--- config.mk ---
export PLATFORM = sky130hd
export DESIGN_NAME = reaction_log_ctrl_flat
export DESIGN_NICKNAME = d
export VERILOG_FILES = /design/src/rtl/reaction_log_ctrl_pkg.sv /design/src/rtl/reaction_log_ctrl_if.sv /design/src/rtl/log_accum.sv /design/src/rtl/reaction_log_ctrl.sv /design/src/flat_wrapper.sv
export SDC_FILE = /design/constraint.sdc
export NUM_CORES = 1
export LEC_CHECK = 0
export CAP_MARGIN = 20
export CORE_ASPECT_RATIO = 1.4
export CORE_UTILIZATION = 40
export DETAILED_ROUTE_END_ITERATION = 6
export GPL_TIMING_DRIVEN = 0
export HOLD_SLACK_MARGIN = 0.15
export PLACE_DENSITY = 0.68
export SLEW_MARGIN = 10
export SYNTH_ARGS = -nofsm -noshare
export SYNTH_HDL_FRONTEND = slang
export SYNTH_SLANG_ARGS = --single-unit
--- constraint.sdc ---
create_clock -name CLK -period 6.8 [get_ports CLK]
set_clock_uncertainty 0.15 [all_clocks]
set_input_delay 1.02 -clock CLK [delete_from_list [all_inputs] [get_ports CLK]]
set_output_delay 1.02 -clock CLK [all_outputs]
set_load 0.05 [all_outputs]
--- src/rtl/reaction_log_ctrl_pkg.sv ---
// Shared constants for the reaction-time log controller: widths, state
// encoding, the scan address table and the running-minimum seed.
package reaction_log_ctrl_pkg;

    localparam int GAME_DW    = 13;
    localparam int GAME_DEPTH = 5;
    localparam int SUM_W      = 16;
    localparam int ADDR_W     = 3;
    localparam int CNT_W      = 3;

    localparam logic [GAME_DW-1:0] MIN_SEED = {GAME_DW{1'b1}};

    localparam logic [2:0] ST_IDLE  = 3'd0;
    localparam logic [2:0] ST_WRITE = 3'd1;
    localparam logic [2:0] ST_SCAN0 = 3'd2;
    localparam logic [2:0] ST_SCAN1 = 3'd3;
    localparam logic [2:0] ST_SCAN2 = 3'd4;
    localparam logic [2:0] ST_FIN   = 3'd5;

    typedef logic [ADDR_W-1:0] addr_t;

    // Each scan cycle reads two entries; SCAN2 reads only entry 4 on P.
    function automatic addr_t scan_rp(input logic [2:0] st);
        case (st)
            ST_SCAN0: scan_rp = 3'd0;
            ST_SCAN1: scan_rp = 3'd2;
            ST_SCAN2: scan_rp = 3'd4;
            default:  scan_rp = 3'd0;
        endcase
    endfunction

    function automatic addr_t scan_rq(input logic [2:0] st);
        case (st)
            ST_SCAN0: scan_rq = 3'd1;
            ST_SCAN1: scan_rq = 3'd3;
            default:  scan_rq = 3'd0;
        endcase
    endfunction

    function automatic logic scan_q_used(input logic [2:0] st);
        scan_q_used = (st == ST_SCAN0) || (st == ST_SCAN1);
    endfunction

endpackage

--- src/rtl/reaction_log_ctrl_if.sv ---
// Bus bundle between the log controller (master) and its environment:
// request inputs, register-file ports and result outputs.
interface reaction_log_ctrl_if
    import reaction_log_ctrl_pkg::*;
#(
    parameter int DW = GAME_DW
);

    logic [DW-1:0]     NEW_TIME;
    logic              NEW_VALID;
    logic              CLR_LOG;
    logic [ADDR_W-1:0] WA;
    logic [DW-1:0]     LD_DATA;
    logic              WR;
    logic [ADDR_W-1:0] RP;
    logic [ADDR_W-1:0] RQ;
    logic [DW-1:0]     DATAP;
    logic [DW-1:0]     DATAQ;
    logic              BUSY;
    logic              DONE;
    logic [DW-1:0]     BEST;
    logic [SUM_W-1:0]  SUM;
    logic [CNT_W-1:0]  COUNT;

    modport master (
        input  NEW_TIME, NEW_VALID, CLR_LOG, DATAP, DATAQ,
        output WA, LD_DATA, WR, RP, RQ, BUSY, DONE, BEST, SUM, COUNT
    );

    modport slave (
        output NEW_TIME, NEW_VALID, CLR_LOG, DATAP, DATAQ,
        input  WA, LD_DATA, WR, RP, RQ, BUSY, DONE, BEST, SUM, COUNT
    );

endinterface

--- src/rtl/log_accum.sv ---
// Combinational fold of one register-file read pair into the running
// minimum and sum; entries at or above the valid count are masked out.
module log_accum
    import reaction_log_ctrl_pkg::*;
#(
    parameter int DW = GAME_DW
) (
    input  logic [DW-1:0]     min_prev,
    input  logic [SUM_W-1:0]  sum_prev,
    input  logic [DW-1:0]     data_p,
    input  logic [DW-1:0]     data_q,
    input  logic [ADDR_W-1:0] idx_p,
    input  logic [ADDR_W-1:0] idx_q,
    input  logic              q_used,
    input  logic [CNT_W-1:0]  count,
    output logic [DW-1:0]     min_next,
    output logic [SUM_W-1:0]  sum_next
);

    logic p_ok;
    logic q_ok;
    logic [DW-1:0]    min_p;
    logic [SUM_W-1:0] sum_p;

    always_comb begin
        p_ok  = (idx_p < count);
        q_ok  = q_used && (idx_q < count);

        min_p = min_prev;
        sum_p = sum_prev;
        if (p_ok) begin
            if (data_p < min_p) min_p = data_p;
            sum_p = sum_p + SUM_W'(data_p);
        end

        min_next = min_p;
        sum_next = sum_p;
        if (q_ok) begin
            if (data_q < min_next) min_next = data_q;
            sum_next = sum_next + SUM_W'(data_q);
        end
    end

endmodule

--- src/rtl/reaction_log_ctrl.sv ---
// Reaction-time log controller: writes each new time into a circular
// register file, then rescans all valid entries to publish BEST and SUM.
module reaction_log_ctrl
    import reaction_log_ctrl_pkg::*;
#(
    parameter int DW    = GAME_DW,
    parameter int DEPTH = GAME_DEPTH
) (
    input  logic               CLK,
    input  logic               CLRN,
    reaction_log_ctrl_if.master bus
);

    logic [2:0]        state;
    logic [ADDR_W-1:0] wptr;
    logic [CNT_W-1:0]  count;
    logic [DW-1:0]     best;
    logic [SUM_W-1:0]  sum_r;

    logic [DW-1:0]     lat_time;
    logic [DW-1:0]     run_min;
    logic [SUM_W-1:0]  run_sum;

    logic [DW-1:0]     min_prev;
    logic [SUM_W-1:0]  sum_prev;
    logic [DW-1:0]     min_next;
    logic [SUM_W-1:0]  sum_next;

    logic              in_write;
    logic              scanning;
    logic              take_new;

    assign in_write = (state == ST_WRITE);
    assign scanning = (state == ST_SCAN0) || (state == ST_SCAN1) || (state == ST_SCAN2);
    assign take_new = (state == ST_IDLE) && bus.NEW_VALID && !bus.CLR_LOG;

    // SCAN0 starts a fresh fold; later scan cycles continue the running values.
    assign min_prev = (state == ST_SCAN0) ? MIN_SEED : run_min;
    assign sum_prev = (state == ST_SCAN0) ? '0       : run_sum;

    log_accum #(.DW(DW)) u_accum (
        .min_prev (min_prev),
        .sum_prev (sum_prev),
        .data_p   (bus.DATAP),
        .data_q   (bus.DATAQ),
        .idx_p    (bus.RP),
        .idx_q    (bus.RQ),
        .q_used   (scan_q_used(state)),
        .count    (count),
        .min_next (min_next),
        .sum_next (sum_next)
    );

    always_ff @(posedge CLK or negedge CLRN) begin
        if (!CLRN) begin
            state <= ST_IDLE;
            wptr  <= '0;
            count <= '0;
            best  <= MIN_SEED;
            sum_r <= '0;
        end else begin
            case (state)
                ST_IDLE: begin
                    if (bus.CLR_LOG) begin
                        wptr  <= '0;
                        count <= '0;
                        best  <= MIN_SEED;
                        sum_r <= '0;
                    end else if (bus.NEW_VALID) begin
                        state <= ST_WRITE;
                    end
                end
                ST_WRITE: begin
                    wptr  <= (wptr == ADDR_W'(DEPTH - 1)) ? '0 : wptr + 1'b1;
                    count <= (count == CNT_W'(DEPTH)) ? count : count + 1'b1;
                    state <= ST_SCAN0;
                end
                ST_SCAN0: state <= ST_SCAN1;
                ST_SCAN1: state <= ST_SCAN2;
                ST_SCAN2: begin
                    best  <= min_next;
                    sum_r <= sum_next;
                    state <= ST_FIN;
                end
                ST_FIN:   state <= ST_IDLE;
                default:  state <= ST_IDLE;
            endcase
        end
    end

    // Datapath holding registers; outputs derived from them are gated by state.
    always_ff @(posedge CLK) begin
        if (take_new) lat_time <= bus.NEW_TIME;
        if (scanning) begin
            run_min <= min_next;
            run_sum <= sum_next;
        end
    end

    assign bus.WR      = in_write;
    assign bus.WA      = in_write ? wptr : '0;
    assign bus.LD_DATA = in_write ? lat_time : '0;
    assign bus.RP      = scan_rp(state);
    assign bus.RQ      = scan_rq(state);
    assign bus.BUSY    = (state != ST_IDLE);
    assign bus.DONE    = (state == ST_FIN);
    assign bus.BEST    = best;
    assign bus.SUM     = sum_r;
    assign bus.COUNT   = count;

endmodule

--- src/flat_wrapper.sv ---
// flat-port wrapper written by rule: the top's interface ports become plain ports
module reaction_log_ctrl_flat import reaction_log_ctrl_pkg::*;
#(
    parameter int DW    = GAME_DW,
    parameter int DEPTH = GAME_DEPTH
)
  (CLK, CLRN, bus_NEW_TIME, bus_NEW_VALID, bus_CLR_LOG, bus_DATAP, bus_DATAQ, bus_WA, bus_LD_DATA, bus_WR, bus_RP, bus_RQ, bus_BUSY, bus_DONE, bus_BEST, bus_SUM, bus_COUNT);
  reaction_log_ctrl_if #(.DW(DW)) bus_i ();
  input  logic CLK;
  input  logic CLRN;
  input wire logic [$bits(bus_i.NEW_TIME)-1:0] bus_NEW_TIME;
  input wire logic [$bits(bus_i.NEW_VALID)-1:0] bus_NEW_VALID;
  input wire logic [$bits(bus_i.CLR_LOG)-1:0] bus_CLR_LOG;
  input wire logic [$bits(bus_i.DATAP)-1:0] bus_DATAP;
  input wire logic [$bits(bus_i.DATAQ)-1:0] bus_DATAQ;
  output wire logic [$bits(bus_i.WA)-1:0] bus_WA;
  output wire logic [$bits(bus_i.LD_DATA)-1:0] bus_LD_DATA;
  output wire logic [$bits(bus_i.WR)-1:0] bus_WR;
  output wire logic [$bits(bus_i.RP)-1:0] bus_RP;
  output wire logic [$bits(bus_i.RQ)-1:0] bus_RQ;
  output wire logic [$bits(bus_i.BUSY)-1:0] bus_BUSY;
  output wire logic [$bits(bus_i.DONE)-1:0] bus_DONE;
  output wire logic [$bits(bus_i.BEST)-1:0] bus_BEST;
  output wire logic [$bits(bus_i.SUM)-1:0] bus_SUM;
  output wire logic [$bits(bus_i.COUNT)-1:0] bus_COUNT;
  assign bus_i.NEW_TIME = bus_NEW_TIME;
  assign bus_i.NEW_VALID = bus_NEW_VALID;
  assign bus_i.CLR_LOG = bus_CLR_LOG;
  assign bus_i.DATAP = bus_DATAP;
  assign bus_i.DATAQ = bus_DATAQ;
  assign bus_WA = bus_i.WA;
  assign bus_LD_DATA = bus_i.LD_DATA;
  assign bus_WR = bus_i.WR;
  assign bus_RP = bus_i.RP;
  assign bus_RQ = bus_i.RQ;
  assign bus_BUSY = bus_i.BUSY;
  assign bus_DONE = bus_i.DONE;
  assign bus_BEST = bus_i.BEST;
  assign bus_SUM = bus_i.SUM;
  assign bus_COUNT = bus_i.COUNT;
  reaction_log_ctrl #(.DW(DW), .DEPTH(DEPTH)) u_core (.CLK(CLK), .CLRN(CLRN), .bus(bus_i));
endmodule
-- Yosys cells after proc, flatten, opt, wreduce, memory -nomap -nowiden
Cells that the tools add are included.
Widths: inputs -> output; s select.
- output and inout bits: 57
- flip-flop bits (word level): 80
- word-level logic and storage cells: 65
- reduce and logical (&&, ||, !) cells: 14
- equal/unequal tests: 11
- $add $sub $neg: 4
- multiplexer cells: 24
- magnitude comparators: 4
- operators with widths (operator ; number):
    $mux 13 ; 7
    $mux 16 ; 4
    $add 16x13->16 ; 2
    $pmux 16 s2 ; 1
    $lt 13x13->1 ; 2
    $pmux 13 s2 ; 1
    $mux 3 ; 6
    $pmux 3 s2 ; 3
    $pmux 3 s5 ; 1
    $eq 3x3->1 const B ; 4
    $ne 2x2->1 const B ; 4
    $add 3x1->3 const B ; 2
    $eq 3x2->1 const B ; 2
    $lt 3x3->1 ; 2
    $reduce_and 2->1 ; 3
    $pmux 2 s2 ; 1
    $reduce_bool 2->1 ; 2
    $eq 3x1->1 const B ; 1
    $logic_and 1x1->1 ; 3
    $logic_not 3->1 ; 1
    $reduce_and 3->1 ; 1
    $reduce_bool 3->1 ; 1
    $logic_or 1x1->1 ; 2
    $logic_not 1->1 ; 1

-- Longest topological paths before layout
Gate-level depths: netlist of the first run.
- word-level depth: 9
- gate-level depth with buffers: 24
- depth with buffers taken out: 22

-- By module
From an unflattened synthesis of the first run, not the netlist that was laid out.
- cell total of the unflattened synthesis: 592
- area total of the unflattened synthesis: 5793.1 µm²
- modules (own cells, without submodules) (module ; area an instance (µm²) ; sequential area each (µm²) ; cells an instance ; times used):
    reaction_log_ctrl ; 3263.1 ; 2228.4 ; 245 ; 1
    log_accum ; 2529.9 ; 0.0 ; 347 ; 1

-- Least setup slack after synthesis of the first run
No wires, ideal clock.
- path kind: reg-to-reg
- start point: reg u_core.state[0]
- end point: reg u_core.run_min[11] (data pin)
- period minus slack after synthesis: 5.439 ns
- path slack: 1.361 ns
- cell stages (with the launch flop): 21
- arrival time: 5.023 ns
- required time: 6.384 ns
- cell sequence: dfrtp_1 -> clkbuf_1 -> inv_1 -> nor3_1 -> ha_1 -> nor2b_1 -> o21ai_1 -> o2111ai_1 -> a21oi_2 -> o31ai_4 -> clkbuf_1 -> o21ai_1 -> ha_1 -> a21o_1 -> a21o_1 -> a21oi_1 -> nor2_1 -> a211oi_1 -> o21ai_2 -> buf_4 -> mux2i_1
- elaborated cells between the ends (all ways): 16
- RTL lines (element ; RTL line ; text):
    from (decl) ; reaction_log_ctrl.sv:14 ; logic [2:0] state;
    from (signal assigned) ; reaction_log_ctrl.sv:56 ; state <= ST_IDLE;
    from (signal assigned) ; reaction_log_ctrl.sv:70 ; state <= ST_WRITE;
    from (signal assigned) ; reaction_log_ctrl.sv:76 ; state <= ST_SCAN0;
    $eq 3x3->1 / $eq 3x2->1 (equally long branches) ; reaction_log_ctrl_pkg.sv:24 ; case (st)
    $pmux 3 s2 * ; reaction_log_ctrl_pkg.sv:24 ;
    via bus_RP[1] ; flat_wrapper.sv:19 ; output wire logic [$bits(bus_i.RP)-1:0] bus_RP;
    $lt 3x3->1 * ; log_accum.sv:26 ; p_ok = (idx_p < count);
    $mux 13 * ; log_accum.sv:31 ; if (p_ok) begin
    $lt 13x13->1 ; log_accum.sv:39 ; if (data_q < min_next) min_next = data_q;
    $mux 13 ; log_accum.sv:39 ;
    $mux 13 * ; log_accum.sv:38 ; if (q_ok) begin
    via u_core.min_next[11] ; reaction_log_ctrl.sv:26 ; logic [DW-1:0] min_next;
    to (signal assigned) ; reaction_log_ctrl.sv:95 ; run_min <= min_next;
    to (decl) ; reaction_log_ctrl.sv:21 ; logic [DW-1:0] run_min;
The timed path passes the listed nets; every way through them passes the cells marked *.
A chain may end at the register's enable or synchronous reset.

-- Worst setup path in the final report of the first run
- start point: reg u_core.state[0]
- end point: reg u_core.run_sum[10] (data pin)
- word-level cells in the longest chain between the ends: 6
- elaborated cells between the ends (all ways): 14
- RTL lines (element ; RTL line ; text):
    $eq 3x2->1, or another cell as far along ; reaction_log_ctrl_pkg.sv:33, reaction_log_ctrl_pkg.sv:41, reaction_log_ctrl.sv:39 ;
    $mux 16 / $pmux 3 s2 (equally long branches) ; reaction_log_ctrl.sv:39, reaction_log_ctrl_pkg.sv:24 ;
    $add 16x13->16 / $lt 3x3->1 (equally long branches) ; log_accum.sv:33, log_accum.sv:26 ;
    $mux 16 ; log_accum.sv:31 ;
    $add 16x13->16 ; log_accum.sv:40 ; sum_next = sum_next + SUM_W'(data_q);
    $mux 16 * ; log_accum.sv:38 ;
    via u_core.sum_next[10] ; reaction_log_ctrl.sv:27 ; logic [SUM_W-1:0] sum_next;
    to (signal assigned) ; reaction_log_ctrl.sv:96 ; run_sum <= sum_next;
    to (decl) ; reaction_log_ctrl.sv:22 ; logic [SUM_W-1:0] run_sum;
Marked as above.

==> metrics.sh, run 1 <==
FINAL-HOLD-VIOLATION-COUNT=0
CAP_VIOL_MAX_COUNT=0
SYNTH.CELLS.MOST_FREQUENT='nand2_1, ha_1, edfxtp_1'
MOST_INSTANTIATED_FLIP_FLOP_CELL_IN_THE_SYNTHESIS_NETLIST='edfxtp_1'
WORST_SETUP_PATH_START_KIND='flop'
DIE-HEIGHT_UM=143
SYNTHDOMINANTCELLAREASHARE_PCT=22.2
POST_CTS.RESIZED_INSTANCES=0
HPWL_DP_UM=13000
UNREPAIRED_SETUP_ENDPOINTS_AFTER_GLOBAL_ROUTING='no'
FINALCRITPERIODSHARE_PCT=83.9
DIE_AREA_SQ_UM=14700
SITE_ROWS=51
FIRST_GLOBAL_VIAS=4957
MOST_FREQUENT_CELL_AFTER_SYNTHESIS='nand2_1'
GRT_ANTENNA_BEFORE_REPAIR=0
DESIGN.PORTCOUNT=100
NUMBER_OF_ANTENNA_REPAIR_DIODES=0
WORST_EP_ARRIVAL_TIME_NS=5.60
POST_SYNTH_XOR_AREA_FRACTION_PCT=4.13
FIRST_PASS_GRT_WIRE_LENGTH_UM=24700
MUXSHAREOFSYNTHAREA_PCT=3.56
CRIT_PATH_MAX_FANOUT=10
SYN_AVG_CELL_AREA_SQ_UM=9.35
VIAS_PER_CELL=5.47
DRT-WIRELENGTH-PER-CELL_UM=17.5
SLEW_HEADROOM_PCT=34.8
CHIP_WIDTH_UM=103
GLOBALROUTE.TOTALOVERFLOW=0
SYNTH.LARGEST_AREA_CELL='edfxtp_1'
GLOBALROUTETOTALUTIL_PCT=22.5
FLOORPLAN.INITIALDENSITY_PCT=40.9
POST_SYNTH_EDFFS=42
TIMING.FMAX_MHz=175
RUN_STATUS='completed'
IO_BUFFERS=97
COUNT_OF_FINAL_MAX_SLEW_CHECK_FAILURES=0
GP_CONGESTION=0.930
CORE_REGION_AREA_SQ_UM=13900
ASYNCSETRESETFLOPFRACSYNTH_PCT=47.5
SYNTH_SEQUENTIAL_AREA_RATIO_PCT=39.1
TIMING.FINAL.SETUP_VIOLATIONS=0
TIGHTEST_SLEW_NS=0.974
POST-ROUTE-DRC-COUNT=0
SYNTH.TOP_CELLS.BY_AREA='edfxtp_1, ha_1, dfrtp_1, dfstp_2, nand2_1'
ANT_NETS=0
TIMING.FINAL.CRIT_PERIOD_NS=5.70
MIN_PATH_TYPE='in2async'
CTSLONGESTPATHBUFFERS=2
YS.WARNINGS.COUNT=0
SYNTHCELLS=609
NNETSFINAL=819
FINALWIRELENGTH_UM=15900
CTS.REPAIR_TIMING.SETUP_BUFFER_COUNT=0
CTS_HOLD_BUF=0
POST_ROUTE_CELLS_DRIVE_ABOVE_1_SHARE_PCT=7.03
YS_TYPES=64
SYNTHESIS.AREA_SQ_UM=5690
WORST_SETUP_PATH_END_KIND='flop'
REQUIRED_TIME_WORST_ENDPOINT_NS=6.70
FIN_TNS_SETUP_NS=0
INSERTION_DELAY_NS=0.34
SYNTH_ADDER_AREA_SHARE_PCT=12.8
MAIN_COMBINATIONAL_CELL_FAMILY_BY_AREA_AFTER_SYNTHESIS='compound AO/OA/AOI/OAI gates'
CTS_ROOT_BUF='clkbuf_16'
GRT_MAX_DEGREE=36
FILLER_CELL_COUNT=1308
CTS_BUFFERS=9
CTS_TREE='yes'
DRT_FIRST_ITER_VIOLATIONS=335
CTS.HTREE.LEVELS=3
SYNTH_COMPOUND_GATE_AREA_SHARE_PCT=20.0
NUMBER_OF_STORAGE_ELEMENTS_IN_THE_SYNTHESIS_NETLIST=80
DETAILROUTE.VIA_COUNT=4981
FIRSTDRTPASSITERS=4
PATH_CLK_SLEW_NS=0.06
AREA.GROWTH.SYNTH_TO_FINAL_PCT=27.1
CRITICAL_PATH_CLASS='reg2reg'
SYNTH_SIMPLE_GATE_AREA_SHARE_PCT=15.3
CLOCK_SINKS=80
kinds of logic (layout without fill, tap and decap cells):
group / after synthesis / after routing
fa+ha+maj: 57 / 57
flops: 80 / 80
xor+xnor: 26 / 26
mux: 20 / 20
simple gates: 177 / 177
compound gates: 178 / 178
other cells: 1 / 2
buf+inv: 70 / 185
final timing paths:
check | slack (ns) | to | depth (start not counted) | from
setup / recovery | 1.10 | u_core.run_sum[10] | 19 | u_core.state[0]
hold / removal | 0.34 | u_core.bus.SUM[13] | 1 | CLRN
setup reg to reg | 1.10 | u_core.run_sum[10] | 19 | u_core.state[0]
hold reg to reg | 0.37 | u_core.bus.SUM[13] | 2 | u_core.bus.SUM[13]
max in group asynchronous | 5.69 | u_core.bus.BEST[2] | 2 | CLRN
min in group CLK | 0.37 | u_core.bus.SUM[13] | 2 | u_core.bus.SUM[13]
worst max-delay path, stage by stage (launching register included):
cell	delay, ns
dfrtp_1	0.40
clkbuf_1	0.38
inv_1	0.22
nor3_1	0.44
ha_1	0.33
nor2b_1	0.13
o21ai_1	0.48
nand2_1	0.34
clkbuf_1	0.32
nand2_1	0.13
o21ai_0	0.14
ha_1	0.36
nor2b_1	0.15
o21ai_1	0.20
a21oi_1	0.14
o21ai_1	0.19
nand2b_1	0.08
a21o_1	0.20
a2111oi_0	0.48
o32ai_1	0.15
cell type report:
cell class	count	area, sq um	area share, %
multi-input combinational	460	3190	44.1
clock buffer	12	236	3.27
inverter	41	154	2.13
tap	185	231	3.20
sequential	80	2230	30.8
clock inverter	4	55.1	0.761
buffer	29	133	1.83
timing repair buffer	99	1010	13.9
layout by cell type (no fill, tap or decap), types with 6 or more instances in the layout:
cell type and count:
ha_1 54, nor2b_1 6, nor2_1 40, clkdlybuf4s50_1 96, xor2_1 12, o2bb2ai_1 9, and2_1 14, xnor2_1 13
a21oi_1 41, clkbuf_16 9, nand3_1 6, o21ai_0 32, clkbuf_1 25, nor3_1 8, inv_1 41, and3_1 19
a21o_1 11, nand2_1 63, dfrtp_1 25, o211ai_1 6, mux2i_1 18, o21ai_1 39, dfstp_2 13, edfxtp_1 42
state kept, by name, summed over array words and instances, names as in the netlist:
register,count
u_core.run_sum,16
u_core.lat_time,13
u_core.bus.COUNT,3
u_core.state,3
u_core.wptr,3
u_core.run_min,13
u_core.bus.SUM,16
u_core.bus.BEST,13
metal layers:
metal	global-route usage (%)	share of wire (%)
met2	39.1	50
met1	24.6	38
met4	15.1	6.2
met5	0	0
met3	3.96	5.4
metrics by stage:
| stage | cell area (sq um) | worst slack [ns] | std cells | util, % | hold WS [ns] |
|---|---|---|---|---|---|
| finish | 7240 | 1.10 | 910 | 52.0 | 0.338 |
| global route | 7240 | 0.813 | 910 | 52.0 | 0.337 |
| CTS | 7240 | 1.19 | 910 | 52.0 | 0.330 |
| detailed placement | 6950 | 1.01 | 894 | 49.9 | 0.360 |
| global placement | 6900 | 1.05 | 892 | 49.6 | 0.359 |
| floorplan | 5700 | 1.36 | 610 | - | 0.315 |
Power of run 1 is not shown: default switching activity piles up to over one toggle a cycle in this logic, so the estimate is an artifact.
==> run 2, diff against run 1 <==
--- a/config.mk
+++ b/config.mk
@@ -11,7 +11,7 @@
 export DETAILED_ROUTE_END_ITERATION = 6
 export GPL_TIMING_DRIVEN = 0
 export HOLD_SLACK_MARGIN = 0.15
-export PLACE_DENSITY = 0.68
+export PLACE_DENSITY = 0.71
 export SLEW_MARGIN = 10
 export SYNTH_ARGS = -nofsm -noshare
 export SYNTH_HDL_FRONTEND = slang
==> constraint.sdc (replaced) <==
create_clock -name CLK -period 5.07 [get_ports CLK]
set_clock_uncertainty 0.15 [all_clocks]
set_input_delay 0.7605 -clock CLK [delete_from_list [all_inputs] [get_ports CLK]]
set_output_delay 0.7605 -clock CLK [all_outputs]
set_load 0.05 [all_outputs]
==> metrics.sh, run 2 (same netlist as run 1, synthesis figures left out) <==
SLEW_HEADROOM_PCT=35.5
CRITICAL_PATH_S_SLOWEST_CELL='dfrtp_1'
REQUIRED_TIME_WORST_ENDPOINT_NS=4.99
VIAS_PER_CELL=5.43
SITE_ROWS=51
NUMBER_OF_ANTENNA_REPAIR_DIODES=0
FILLER_CELL_COUNT=1243
CRITICAL_PATH_CLASS='reg2reg'
FIRST_PASS_GRT_WIRE_LENGTH_UM=24800
CHIP_WIDTH_UM=103
WORST_PATH_DOMINANT_CELL_FAMILY='compound AO/OA/AOI/OAI gates'
TIMING.FINAL.SETUP_VIOLATIONS=0
GP_CONGESTION=0.941
CTS_ROOT_BUF='clkbuf_16'
WORST_EP_ARRIVAL_TIME_NS=4.77
POST-ROUTE-DRC-COUNT=0
LAYOUT.CORE_UTILIZATION_PCT=54.2
IO_BUFFERS=97
GLOBALROUTE.TOTALOVERFLOW=0
LAYOUT_COMMON_CELLS='clkdlybuf4s50_1, nand2_1, ha_1, edfxtp_1, inv_1'
CLOCK_SINKS=80
CTS_TREE='yes'
DPL_WORST_SLACK_NS=-0.499
TIMING.FINAL.CRIT_PERIOD_NS=4.86
DRT-WIRELENGTH-PER-CELL_UM=17.4
GLOBALROUTETOTALUTIL_PCT=22.5
COUNT_OF_FINAL_MAX_SLEW_CHECK_FAILURES=0
DETAILROUTE.VIA_COUNT=4999
TIGHTEST_SLEW_NS=0.965
CTS.HTREE.LEVELS=3
DRT_FIRST_ITER_VIOLATIONS=311
ANT_NETS=0
GRT_MAX_DEGREE=39
PATH_CLK_SLEW_NS=0.06
TIMING.CRITICAL_PATH.SLOWEST_CELL_DELAY_NS=0.38
FINALWIRELENGTH_UM=16000
FINAL-HOLD-VIOLATION-COUNT=0
WORST_SETUP_PATH_END_KIND='flop'
DIE-HEIGHT_UM=143
INSERTION_DELAY_NS=0.34
CTS_BUFFERS=9
GRT_ANTENNA_BEFORE_REPAIR=0
TIMING.FMAX_MHz=206
TIMING.FINAL.WS_SETUP_NS=0.214
FIRSTDRTPASSITERS=5
FINALCRITPERIODSHARE_PCT=95.8
CRIT_PATH_CELL_TRACE='buf_6 > nor3b_4 > clkbuf_8 > nor2_1 > ha_1 > and4_1 > and3_1 > o211ai_1 > o31ai_4 > clkbuf_4 > nand2_1 > o21ai_1 > ha_1 > and4_1 > a21oi_1 > nand2_1 > a211oi_1 > o21ai_2 > buf_4 > mux2i_1'
WORST-PATH-BUF-INV=4
FIN_TNS_SETUP_NS=0
CAP_VIOL_MAX_COUNT=0
AREA.GROWTH.SYNTH_TO_FINAL_PCT=32.5
NNETSFINAL=829
HPWL_DP_UM=12700
CORE_REGION_AREA_SQ_UM=13900
CTS_HOLD_BUF=0
POST_ROUTE_CELLS_DRIVE_ABOVE_1_SHARE_PCT=13.1
FINAL_COMMON_CELL='clkdlybuf4s50_1'
WORST_SETUP_PATH_START_KIND='flop'
CRIT_PATH_MAX_FANOUT=10
RUN_STATUS='completed'
CTSLONGESTPATHBUFFERS=2
DESIGN.PORTCOUNT=100
DIE_AREA_SQ_UM=14700
FIRST_GLOBAL_VIAS=4898
MIN_PATH_TYPE='in2async'
FLOORPLAN.INITIALDENSITY_PCT=40.9
run 2: cell types whose count changed in the layout (fill, tap and decap cells not counted), moves of 4 or more:
cell,change
buf_4,+13
clkbuf_1,-10
o21ai_2,+7
o21ai_1,-6
ha_1,-4
ha_4,+4
run 2: timing repair:
| action | CTS | global route |
|---|---|---|
| setup endpoints to repair | 22 | 22 |
| buffers inserted | 2 | 10 |
| pin swaps | 1 | 10 |
| gates resized for setup | 10 | 37 |
run 2: final timing paths:
kind / startpoint / to / slack [ns] / cells past startpoint
max: u_core.state[2] / u_core.run_min[9] / 0.21 / 20
min: CLRN / u_core.bus.SUM[8] / 0.22 / 2
max reg2reg: u_core.state[2] / u_core.run_min[9] / 0.21 / 20
min reg2reg: u_core.bus.SUM[13] / u_core.bus.SUM[13] / 0.37 / 2
max in group asynchronous: CLRN / u_core.bus.BEST[7] / 4.29 / 2
min in group CLK: u_core.bus.SUM[13] / u_core.bus.SUM[13] / 0.37 / 2
run 2: per-stage QoR:
stage | std cells | hold slack, ns | instance area, sq um
after floorplan | 610 | 0.315 | 5700
after global placement | 892 | 0.354 | 6900
after detailed placement | 894 | 0.361 | 6960
after CTS | 911 | 0.228 | 7330
after global routing | 920 | 0.245 | 7540
final | 920 | 0.224 | 7540
run 2: worst register-to-register path: stages (launching register included):
cell,delay (ns)
dfrtp_1,0.38
buf_6,0.15
nor3b_4,0.32
clkbuf_8,0.25
nor2_1,0.07
ha_1,0.29
and4_1,0.24
and3_1,0.21
o211ai_1,0.14
o31ai_4,0.32
clkbuf_4,0.26
nand2_1,0.06
o21ai_1,0.19
ha_1,0.31
and4_1,0.21
a21oi_1,0.17
nand2_1,0.07
a211oi_1,0.29
o21ai_2,0.15
buf_4,0.23
mux2i_1,0.13
run 2: area by class of cell:
| class | count | area [sq um] | area share, % |
|---|---|---|---|
| buffer | 27 | 153 | 2.02 |
| clock buffer | 12 | 279 | 3.70 |
| clock inverter | 4 | 47.5 | 0.630 |
| inverter | 41 | 158 | 2.09 |
| multi-input combinational | 460 | 3340 | 44.3 |
| sequential | 80 | 2230 | 29.6 |
| tap | 185 | 231 | 3.07 |
| timing repair buffer | 111 | 1100 | 14.6 |
run 2: per-layer routing:
metal | vias to the layer above | GRT usage [%] | part of all wire, %
li1 | 2422 | - | -
met2 | 170 | 38.8 | 51
met3 | 43 | 3.33 | 5.4
met4 | 0 | 14.3 | 5.3
met1 | 2364 | 25.6 | 38
met5 | - | 0 | 0
Power of run 2 is left out for the same reason.
